===== src/rtl/mem_port_arbiter.sv =====
// -----------------------------------------------------------------------------
// mem_port_arbiter
// Shares one single-port unified memory between instruction fetch (if_*) and
// load/store (dm_*). One access is in flight at a time. The granted request's
// address, write enable, write data and byte enables are latched onto mem_* and
// held until the memory acknowledges or the watchdog aborts. A registered
// one-cycle ready pulse is then returned to the owner. bus_err rides along with
// the ready pulse of an aborted access.
//
// Access timeline: grant edge -> BUSY (one or more cycles) -> DONE -> IDLE.
// The ready pulse is visible in the IDLE cycle that follows DONE. A requester
// is not eligible in its own ready cycle. As a result, two requesters that are
// both asserted continuously are granted alternately.
//
// Configuration macro: ARB_ROUND_ROBIN_EN
//   defined   : a pointer favours the port that was not granted last (it
//               starts at dm after reset)
//   undefined : fixed dm-over-if priority, no pointer register
//
// Ports
//   CLK, RST                   clock (rising edge), async active-low reset
//   if_req/if_addr             fetch request, held until if_ready
//   if_rdata/if_ready          fetched word and completion pulse (registered)
//   dm_req/dm_we/dm_addr/
//   dm_wdata/dm_be             load/store request, held until dm_ready
//   dm_rdata/dm_ready          load word and completion pulse (registered)
//   if_stall/dm_stall          x_req & ~x_ready (combinational)
//   bus_err                    pulses with the ready of an aborted access
//   mem_req/mem_we/mem_addr/
//   mem_wdata/mem_be           registered memory request
//   mem_rdata/mem_ack          memory read data and one-cycle completion
// -----------------------------------------------------------------------------
module mem_port_arbiter #(
    parameter int ADDR_W  = 32,
    parameter int DATA_W  = 32,
    parameter int TIMEOUT = 16
) (
    input  logic                CLK,
    input  logic                RST,
    input  logic                if_req,
    input  logic [ADDR_W-1:0]   if_addr,
    output logic [DATA_W-1:0]   if_rdata,
    output logic                if_ready,
    input  logic                dm_req,
    input  logic                dm_we,
    input  logic [ADDR_W-1:0]   dm_addr,
    input  logic [DATA_W-1:0]   dm_wdata,
    input  logic [DATA_W/8-1:0] dm_be,
    output logic [DATA_W-1:0]   dm_rdata,
    output logic                dm_ready,
    output logic                if_stall,
    output logic                dm_stall,
    output logic                bus_err,
    output logic                mem_req,
    output logic                mem_we,
    output logic [ADDR_W-1:0]   mem_addr,
    output logic [DATA_W-1:0]   mem_wdata,
    output logic [DATA_W/8-1:0] mem_be,
    input  logic [DATA_W-1:0]   mem_rdata,
    input  logic                mem_ack
);
    localparam int BE_W = DATA_W / 8;
    // Wide enough to hold TIMEOUT, and never zero bits wide.
    localparam int WD_W = $clog2(TIMEOUT + 2);

    typedef enum logic [1:0] {
        IDLE    = 2'd0,
        BUSY_IF = 2'd1,
        BUSY_DM = 2'd2,
        DONE    = 2'd3
    } state_t;

    state_t              state_q,     state_d;
    logic                mem_req_q,   mem_req_d;
    logic                mem_we_q,    mem_we_d;
    logic [ADDR_W-1:0]   mem_addr_q,  mem_addr_d;
    logic [DATA_W-1:0]   mem_wdata_q, mem_wdata_d;
    logic [BE_W-1:0]     mem_be_q,    mem_be_d;
    logic [DATA_W-1:0]   if_rdata_q,  if_rdata_d;
    logic [DATA_W-1:0]   dm_rdata_q,  dm_rdata_d;
    logic                if_ready_q,  if_ready_d;
    logic                dm_ready_q,  dm_ready_d;
    logic                bus_err_q,   bus_err_d;
    logic                owner_dm_q,  owner_dm_d;
    logic                err_q,       err_d;
    logic [WD_W-1:0]     wd_q,        wd_d;
`ifdef ARB_ROUND_ROBIN_EN
    logic                ptr_dm_q,    ptr_dm_d;
`endif

    logic                if_elig_s;
    logic                dm_elig_s;
    logic                dm_win_s;
    logic [WD_W-1:0]     wd_inc_s;
    logic                wd_expire_s;

    // Eligibility, arbitration winner and watchdog expiry.
    always_comb begin
        // A requester whose ready pulse is showing this cycle is dropping its request.
        if_elig_s   = if_req & ~if_ready_q;
        dm_elig_s   = dm_req & ~dm_ready_q;
`ifdef ARB_ROUND_ROBIN_EN
        dm_win_s    = dm_elig_s & (~if_elig_s | ptr_dm_q);
`else
        dm_win_s    = dm_elig_s;
`endif
        wd_inc_s    = wd_q + WD_W'(1);
        wd_expire_s = (TIMEOUT > 32'sd0) && (wd_inc_s == WD_W'(TIMEOUT));
    end

    // Next-state and next-output computation for the access sequencer.
    always_comb begin
        state_d     = state_q;
        mem_req_d   = mem_req_q;
        mem_we_d    = mem_we_q;
        mem_addr_d  = mem_addr_q;
        mem_wdata_d = mem_wdata_q;
        mem_be_d    = mem_be_q;
        if_rdata_d  = if_rdata_q;
        dm_rdata_d  = dm_rdata_q;
        if_ready_d  = 1'b0;
        dm_ready_d  = 1'b0;
        bus_err_d   = 1'b0;
        owner_dm_d  = owner_dm_q;
        err_d       = err_q;
        wd_d        = wd_q;
`ifdef ARB_ROUND_ROBIN_EN
        ptr_dm_d    = ptr_dm_q;
`endif
        case (state_q)
            IDLE: begin
                if (dm_win_s) begin
                    mem_req_d   = 1'b1;
                    mem_we_d    = dm_we;
                    mem_addr_d  = dm_addr;
                    mem_wdata_d = dm_wdata;
                    mem_be_d    = dm_be;
                    owner_dm_d  = 1'b1;
                    err_d       = 1'b0;
                    wd_d        = {WD_W{1'b0}};
                    state_d     = BUSY_DM;
                end else if (if_elig_s) begin
                    // A fetch is a full-word read.
                    mem_req_d   = 1'b1;
                    mem_we_d    = 1'b0;
                    mem_addr_d  = if_addr;
                    mem_wdata_d = {DATA_W{1'b0}};
                    mem_be_d    = {BE_W{1'b1}};
                    owner_dm_d  = 1'b0;
                    err_d       = 1'b0;
                    wd_d        = {WD_W{1'b0}};
                    state_d     = BUSY_IF;
                end else begin
                    state_d     = IDLE;
                end
            end
            BUSY_IF, BUSY_DM: begin
                if (mem_ack) begin
                    if (state_q == BUSY_IF) begin
                        if_rdata_d = mem_rdata;
                    end else if (!mem_we_q) begin
                        dm_rdata_d = mem_rdata;
                    end else begin
                        // A store leaves the load word untouched.
                        dm_rdata_d = dm_rdata_q;
                    end
                    mem_req_d = 1'b0;
                    state_d   = DONE;
                end else if (wd_expire_s) begin
                    if (state_q == BUSY_IF) begin
                        if_rdata_d = {DATA_W{1'b0}};
                    end else begin
                        dm_rdata_d = {DATA_W{1'b0}};
                    end
                    mem_req_d = 1'b0;
                    err_d     = 1'b1;
                    state_d   = DONE;
                end else begin
                    wd_d      = wd_inc_s;
                end
            end
            DONE: begin
                if (owner_dm_q) begin
                    dm_ready_d = 1'b1;
                end else begin
                    if_ready_d = 1'b1;
                end
                bus_err_d = err_q;
`ifdef ARB_ROUND_ROBIN_EN
                ptr_dm_d  = ~owner_dm_q;
`endif
                state_d   = IDLE;
            end
            default: begin
                state_d   = IDLE;
                mem_req_d = 1'b0;
            end
        endcase
    end

    // State and registered-output flops.
    always_ff @(posedge CLK or negedge RST) begin
        if (!RST) begin
            state_q     <= IDLE;
            mem_req_q   <= 1'b0;
            mem_we_q    <= 1'b0;
            mem_addr_q  <= {ADDR_W{1'b0}};
            mem_wdata_q <= {DATA_W{1'b0}};
            mem_be_q    <= {BE_W{1'b0}};
            if_rdata_q  <= {DATA_W{1'b0}};
            dm_rdata_q  <= {DATA_W{1'b0}};
            if_ready_q  <= 1'b0;
            dm_ready_q  <= 1'b0;
            bus_err_q   <= 1'b0;
            owner_dm_q  <= 1'b0;
            err_q       <= 1'b0;
            wd_q        <= {WD_W{1'b0}};
`ifdef ARB_ROUND_ROBIN_EN
            ptr_dm_q    <= 1'b1;
`endif
        end else begin
            state_q     <= state_d;
            mem_req_q   <= mem_req_d;
            mem_we_q    <= mem_we_d;
            mem_addr_q  <= mem_addr_d;
            mem_wdata_q <= mem_wdata_d;
            mem_be_q    <= mem_be_d;
            if_rdata_q  <= if_rdata_d;
            dm_rdata_q  <= dm_rdata_d;
            if_ready_q  <= if_ready_d;
            dm_ready_q  <= dm_ready_d;
            bus_err_q   <= bus_err_d;
            owner_dm_q  <= owner_dm_d;
            err_q       <= err_d;
            wd_q        <= wd_d;
`ifdef ARB_ROUND_ROBIN_EN
            ptr_dm_q    <= ptr_dm_d;
`endif
        end
    end

    assign mem_req   = mem_req_q;
    assign mem_we    = mem_we_q;
    assign mem_addr  = mem_addr_q;
    assign mem_wdata = mem_wdata_q;
    assign mem_be    = mem_be_q;
    assign if_rdata  = if_rdata_q;
    assign dm_rdata  = dm_rdata_q;
    assign if_ready  = if_ready_q;
    assign dm_ready  = dm_ready_q;
    assign bus_err   = bus_err_q;
    assign if_stall  = if_req & ~if_ready_q;
    assign dm_stall  = dm_req & ~dm_ready_q;

endmodule


===== config.mk =====
export PLATFORM = sky130hd
export DESIGN_NAME = mem_port_arbiter
export DESIGN_NICKNAME = d
export VERILOG_FILES = /design/src/rtl/mem_port_arbiter.sv
export SDC_FILE = /design/constraint.sdc
export NUM_CORES = 1
export LEC_CHECK = 0
export ABC_AREA = 1
export CORE_AREA = 2 2 122 124
export DETAILED_ROUTE_END_ITERATION = 6
export DIE_AREA = 0 0 124 126
export PLACE_DENSITY = 0.85
export SYNTH_ARGS = -nofsm -noshare
export SYNTH_HDL_FRONTEND = slang
export SYNTH_SLANG_ARGS = --single-unit

===== constraint.sdc =====
create_clock -name CLK -period 2.35 [get_ports CLK]
set_input_delay 0.235 -clock CLK [delete_from_list [all_inputs] [get_ports CLK]]
set_output_delay 0.235 -clock CLK [all_outputs]
set_load 0.01 [all_outputs]

# After elaboration in Yosys (flattened, before gate mapping)

Cells that the tools add are included.

Flip-flop bits (word level): 146
Word-level logic and storage cells: 83

Bitwise logic cells: 5
Mux-type cells: 42
Equality and inequality tests: 10
Reductions and logical operators: 11
Add/sub/neg operators: 1

Operator list:

| cell                  | count |
|---|---|
| $mux W32              | 13 |
| $mux W5               | 4 |
| $mux W1               | 16 |
| $reduce_and A4 Y1     | 3 |
| $pmux W5 S2           | 1 |
| $mux W4               | 2 |
| $ne A2 B2 Y1 const B  | 4 |
| $mux W2               | 3 |
| $ne A3 B3 Y1 const B  | 2 |
| $pmux W2 S3           | 1 |
| $reduce_and A3 Y1     | 2 |
| $reduce_bool A2 Y1    | 3 |
| $add A5 B1 Y5 const B | 1 |
| $eq A5 B5 Y1 const B  | 1 |
| $eq A2 B2 Y1 const B  | 2 |
| $pmux W1 S2           | 2 |
| $not A1 Y1            | 3 |
| $and A1 B1 Y1         | 2 |
| $eq A2 B1 Y1 const B  | 1 |
| $logic_not A2 Y1      | 1 |
| $reduce_and A2 Y1     | 1 |
| $reduce_or A2 Y1      | 1 |

# Depth between registers and ports, before layout

Gate-level depths: netlist (run 1).

Depth in word-level cells: 5
Mapped depth: 10

# Worst setup path after synthesis (run 1)

No wires, ideal clock.

Path kind: register to register
From: reg state_q[0]
To: reg if_rdata_q[21], in the netlist if_rdata[21]
Data arrival time: 1502 ps
Setup time: 67 ps
Cell stages (with the launch flop): 8
Path slack: 781 ps
Clock period less this slack: 1569 ps
Cells stage by stage: dfrtp_1 -> inv_1 -> ha_1 -> buf_4 -> buf_4 -> clkbuf_1 -> nand4_1 -> nand2_1

Cells in the longest elaborated chain, start to end: 3
Elaborated cells between the ends (all ways): 4

RTL lines:

| element                                             | line          | source |
|---|---|---|
| from (decl)                                         | 73            | `state_t state_q, state_d;` |
| from (signal assigned)                              | 222           | `state_q <= state_d;` |
| $eq A2 B1 Y1 / $eq A2 B2 Y1 (equally long branches) | 130, 159, 170 |  |
| $reduce_or A2 Y1                                    | 130           | `case (state_q)` |
| $reduce_and A3 Y1 (no line) (*)                     | -             |  |
| to (signal assigned)                                | 210           | `if_rdata_q <= {DATA_W{1'b0}};` |
| to (signal assigned)                                | 228           | `if_rdata_q <= if_rdata_d;` |
| to (decl)                                           | 79            | `logic [DATA_W-1:0] if_rdata_q, if_rdata_d;` |

Mark *: on every way between the ends. The rest lies on a longest branch, timed or not.
A chain may end at the register's enable or synchronous reset.

# Final worst setup path (run 1)

From: reg state_q[0]
To: reg wd_q[0]

Cells in the longest elaborated chain, start to end: 4
Elaborated cells between the ends (all ways): 10

RTL lines:

| element                                                             | line | source |
|---|---|---|
| $eq A2 B1 Y1 / $eq A2 B2 Y1 (equally long branches)                 | 130  |  |
| $reduce_or A2 Y1                                                    | 130  |  |
| $ne A2 B2 Y1 (no line) / $reduce_bool A2 Y1 (equally long branches) | -    |  |
| $reduce_and A4 Y1 (no line)                                         | -    |  |
| to (signal assigned)                                                | 217  | `wd_q <= {WD_W{1'b0}};` |
| to (signal assigned)                                                | 235  | `wd_q <= wd_d;` |
| to (decl)                                                           | 86   | `logic [WD_W-1:0] wd_q, wd_d;` |

Several ways; a longest one is shown, not always the timed one.

==> metrics, run 1 <==
fin crit share=85.9%; startpoint types=flip-flop; die width=124 um; met1 Use GR=29.9%; top achievable clock speed=0.495 GHz; distinct cell type count after synthesis=22; Post-CTS Setup Bufs=0; post-synthesis register bit count=146; initial drt markers=559; most common cell after layout, fill and taps aside=clkdlybuf4s50_1; Std-Cell Core Area=14300 um^2; hold_ws=0.340 ns; initial antenna violation count=0; Vias=6033; Leak=0.00475 uW; Post-Place Setup Slack=0.227 ns; Hold Vio Cnt, Final=0; layout cells sized above 1=6.47%; die area=15600 um^2; gpl congestion=0.784; status=completed; Antenna Nets Post-Route=0; area share of the largest cell type after synthesis=56.7%; Ys Warns=0; Critical Path RT=2.70 ns; # diodes=0; die height=126 um; syn_nets=849; vias in the first global route=5832; Overflow after GRT=0; gr busiest metal=met2; Max Cap Violations=0; minimum clock period=2.02 ns; area of placed instances=9270 um^2; area delta synth->final=53.7%; Syn Inst Count=707; unrepaired setup endpoints after global routing=no; PwrDens=1330 nW/um^2; Initial DRT Pass Iterations=6; CTS tree=built; Via density=5.21; CP Class=reg -> reg; Worst Max-Slew Pin Slew=1.03 ns; first-pass GRT wire length=29.7 mm; VDD IR max=0.684 mV; # DRC=0; Slew headroom=31.2%; Clock Path Buffers=2; row count=44; TNS Setup=0 ns; largest net degree at the start of global routing=75; Crit Path Max Fanout=36; sequential fraction of the synthesis area=56.7%; setup violators final=0; final setup margin=0.331 ns; Worst Clk Skew=0.00872 ns; clock latency on the worst-skew pair=0.42 ns; overall power=13100 uW; M2 GR Usage=40.3%; commonest cells after routing, fill and taps aside=clkdlybuf4s50_1, nand2_1, dfrtp_1, nand4_1, inv_1; post-DP HPWL=12.8 mm; initial core utilization=45.0%; Layout Nets=1105; Mapped Avg Cell Area=9.12 um^2; Reg clk slew, reported paths=0.06 ns; gr usage total=24.6%; Setup crit end kind=flip-flop; GR Layer Usage met3=8.65%; htree depth=4; WL per Instance=16.2 um; # IOs=277; dominant cell type by area after synthesis=dfrtp_1; critical path arrival=2.37 ns; Max Slew Vio Count=0; port buffer count=276; number of CTS-inserted buffers=17; hold crit path type=in -> reg; Post-Syn Area=6450 um^2; final wirelength=18.8 mm; Finished Cell Area=9910 um^2; top cells by area, synth=dfrtp_1, nand2_1, nand4_1; # clock sinks=146; CTS Root Cell=clkbuf_16
[per-stage QoR]
stage / utilization (%) / cells
after floorplan: - / 707
after global placement: 64.8 / 1127
after detailed placement: 64.8 / 1127
after CTS: 69.2 / 1157
after global routing: 69.2 / 1157
final: 69.2 / 1157
[what timing repair did]
item / CTS / global route
hold buffers: 1 / 0
gates resized for setup: 0 / 0
hold endpoints to repair: 65 / 0
[state kept, by name, summed over array words and instances, names as in the netlist, 2 cells and up]
register / cells
state_q: 2
mem_wdata: 32
dm_rdata: 32
if_rdata: 32
wd_q: 5
mem_addr: 32
mem_be: 4
[Yosys cell counts (all sizes together)]
master	n
nor2	41
o22a	4
o21ai	7
a31oi	32
a22o	33
nand3	7
inv	51
a21oi	1
nand4	73
dfrtp	146
ha	4
buf	29
nand2	258
clkbuf	21
[power by group]
| group | switching, uW | total (uW) | leakage (uW) | internal, uW |
|---|---|---|---|---|
| logic | 3060 | 5960 | 0.00262 | 2900 |
| clock network | 1020 | 2870 | 0.000301 | 1850 |
| registers | 677 | 4300 | 0.00182 | 3620 |
| total | 4760 | 13100 | 0.00475 | 8370 |
[logic make-up after synthesis]
group,Yosys count,synth area share (%)
fa+ha+maj,4,0.776
flops,146,56.7
simple gates,379,26.5
compound gates,77,8.81
buf+inv,101,7.26
[layer usage]
metal	routed length (um)	vias up
met4	418	0
li1	-	2865
met3	1710	33
met1	7350	2858
met5	0	-
met2	9270	277
[cell type report]
class	instances	area, um^2
inverter	51	191
clock inverter	8	154
clock buffer	21	470
multi-input combinational	460	2330
sequential	146	3650
timing repair buffer	287	2880
tap	184	230
fill	1098	4410
[worst max-delay path, cell delays in order, from the launching register on]
cell     delay, ns
dfrtp_1       0.37
inv_1         0.07
ha_2          0.22
nand2_2       0.16
nand2_2       0.08
inv_2         0.46
nand2_2       0.26
nand3_2       0.19
nand2_1       0.06
nand2_1       0.06
[path summary, 6_finish.rpt]
kind / start / endpoint / slack (ns) / cells after the start
hold reg to reg: owner_dm_q / if_ready / 0.47 / 1
max in group asynchronous: RST / mem_addr[1] / 1.30 / 3
setup / recovery: state_q[0] / wd_q[0] / 0.33 / 9
setup reg to reg: state_q[0] / wd_q[0] / 0.33 / 9
hold / removal: mem_ack / if_rdata[25] / 0.34 / 3
min in group asynchronous: RST / dm_rdata[8] / 0.40 / 2
(Power assumes the default switching activity.)
==> inputs of run 2 (changes only) <==
--- a/config.mk
+++ b/config.mk
@@ -10,6 +10,8 @@
 export DETAILED_ROUTE_END_ITERATION = 6
 export DIE_AREA = 0 0 124 126
 export PLACE_DENSITY = 0.85
+export SETUP_SLACK_MARGIN = 0.3
+export SLEW_MARGIN = 10
 export SYNTH_ARGS = -nofsm -noshare
 export SYNTH_HDL_FRONTEND = slang
 export SYNTH_SLANG_ARGS = --single-unit
==> run 2 against run 1 <==
Clock power is essentially flat; routed wire length grew 1.9%; first-iteration DRC count grew 7.0%; non-clock buffer count is the same; worst setup slack gained 0.11 ns; sequential power is essentially flat; design area grew 0.42%; total power grew 0.62%; flip-flop and latch count is the same; via count grew 0.15%; largest cell class unchanged.
==> metrics, run 2 (same netlist as run 1, synthesis figures left out) <==
Setup crit end kind=flip-flop; Reg clk slew, reported paths=0.06 ns (about the same); Critical Path Stages=5 (-4); Std-Cell Core Area=14300 um^2 (unchanged); gr usage total=24.6% (unchanged); # DRC=0 (unchanged); die height=126 um (unchanged); top achievable clock speed=0.525 GHz (+5.9%); unrepaired setup endpoints after global routing=yes; Worst Clk Skew=0.00737 ns (-0.00135 ns); TNS Setup=0 ns (unchanged); commonest cells after routing, fill and taps aside=clkdlybuf4s50_1, nand2_1, dfrtp_1, nand4_1, inv_1; initial antenna violation count=0 (unchanged); Buffers & Inverters on Critical Path=2 (unchanged); critical path's slowest cell=clkinvlp_4; crit path cell chain=inv_1 > ha_2 > nand2_2 > clkinvlp_4 > a22o_1; die width=124 um (unchanged); CTS tree=built; Crit Path Max Fanout=33 (-8.3%); number of CTS-inserted buffers=17 (unchanged); Layout Nets=1107 (+0.18%); Overflow after GRT=0 (unchanged); Vias=6042 (+0.15%); PwrDens=1330 nW/um^2 (+0.20%); # diodes=0 (unchanged); critical path arrival=2.20 ns (-0.17 ns); worst r2r dst=mem_wdata[1]; Via density=5.21 (about the same); gpl congestion=0.784 (unchanged); die area=15600 um^2 (unchanged); reg2reg setup slack=0.44 ns (+0.11 ns); CP Launch Point=state_q[0]; Initial DRT Pass Iterations=5 (-1); most common cell after layout, fill and taps aside=clkdlybuf4s50_1; Critical Path End=mem_wdata[1]; layout cells sized above 1=6.77% (+0.29 points); CTS Root Cell=clkbuf_16; post-DP HPWL=12.8 mm (unchanged); Hold Vio Cnt, Final=0 (unchanged); CP top delay family=buffers and inverters; clock latency on the worst-skew pair=0.42 ns (about the same); hold crit path type=in -> reg; max incr delay on CP=0.52 ns (+0.06 ns); largest net degree at the start of global routing=75 (unchanged); final wirelength=19.1 mm (+1.9%); initial core utilization=45.0% (unchanged); startpoint types=flip-flop; htree depth=4 (unchanged); VDD IR max=0.681 mV (-0.39%); Critical Path RT=2.65 ns (-0.05 ns); minimum clock period=1.91 ns (-0.113 ns); Antenna Nets Post-Route=0 (unchanged); Post-CTS Setup Bufs=0 (unchanged); area delta synth->final=54.3%; # clock sinks=146 (unchanged); WL per Instance=16.5 um (+1.7%); Clock Path Buffers=2 (unchanged); port buffer count=276 (unchanged); setup violators final=0 (unchanged); Max Slew Vio Count=0 (unchanged); Max Cap Violations=0 (unchanged); hold_ws=0.349 ns (+0.00878 ns); Slew headroom=57.3% (+26 points); first-pass GRT wire length=29.7 mm (unchanged); # IOs=277 (unchanged); CP Class=reg -> reg; R2R depth=5 (-4); status=completed; row count=44 (unchanged); Leak=0.00475 uW (about the same); RR Startpoint=state_q[0]; initial drt markers=598 (+7.0%); Finished Cell Area=9950 um^2 (+0.42%); area of placed instances=9270 um^2 (unchanged); vias in the first global route=5832 (unchanged); Worst Max-Slew Pin Slew=0.640 ns (-0.390 ns); fin crit share=81.1% (-4.8 points)
==> run 2: changes by cell type in the layout (fill, tap and decap cells not counted), sizes merged <==
cell	change
nand3	+2
clkinvlp	+1
inv	-1
==> run 2: worst min path at each step <==
stage                     slack, ns            to    start  cells past startpoint
after floorplan               -0.06       bus_err      RST                      0
after CTS                      0.32  if_rdata[25]  mem_ack                      3
after detailed placement       0.28   dm_rdata[0]      RST                      1
after global routing           0.37  if_rdata[21]  mem_ack                      3
after global placement         0.28   dm_rdata[0]      RST                      1
final                          0.35  if_rdata[25]  mem_ack                      3
==> run 2: final cells by class <==
| class | count | area (um^2) |
|---|---|---|
| clock buffer | 21 | 470 |
| clock inverter | 8 | 154 |
| fill | 1090 | 4360 |
| inverter | 51 | 198 |
| multi-input combinational | 462 | 2350 |
| sequential | 146 | 3650 |
| tap | 184 | 230 |
| timing repair buffer | 287 | 2890 |
==> run 2: stage by stage <==
step,setup WS (ns),std cells,util (%),total power [uW]
after CTS,0.344,1157,69.2,13200
after global placement,0.290,1127,64.8,10100
after detailed placement,0.227,1127,64.8,10300
after global routing,0.248,1159,69.5,14000
final,0.444,1159,69.5,13200
after floorplan,0.781,707,-,7250
==> run 2: worst min-delay path, stage by stage <==
cell     delay [ns]
buf_2          0.27
nand4_1        0.16
nand2_1        0.05
==> run 2: repair_timing <==
| item | CTS | global route |
|---|---|---|
| hold endpoints to repair | 65 | 0 |
| setup endpoints to repair | 0 | 78 |
| hold buffers | 1 | 0 |
| resized for setup | 0 | 6 |
==> run 2: routing by layer <==
| layer | part of all wire, % | wire length (um) | up-vias | GRT usage (%) |
|---|---|---|---|---|
| li1 | - | - | 2876 | - |
| met1 | 39 | 7480 | 2870 | 29.9 |
| met2 | 50 | 9570 | 267 | 40.3 |
| met3 | 8.8 | 1680 | 29 | 8.65 |
| met4 | 2.0 | 381 | 0 | 8.92 |
| met5 | 0 | 0 | - | 0 |
==> run 2: power by group <==
group	leakage (uW)	switching, uW	internal [uW]
logic	0.00262	3120	2920
registers	0.00182	675	3620
clock network	0.000301	1020	1850
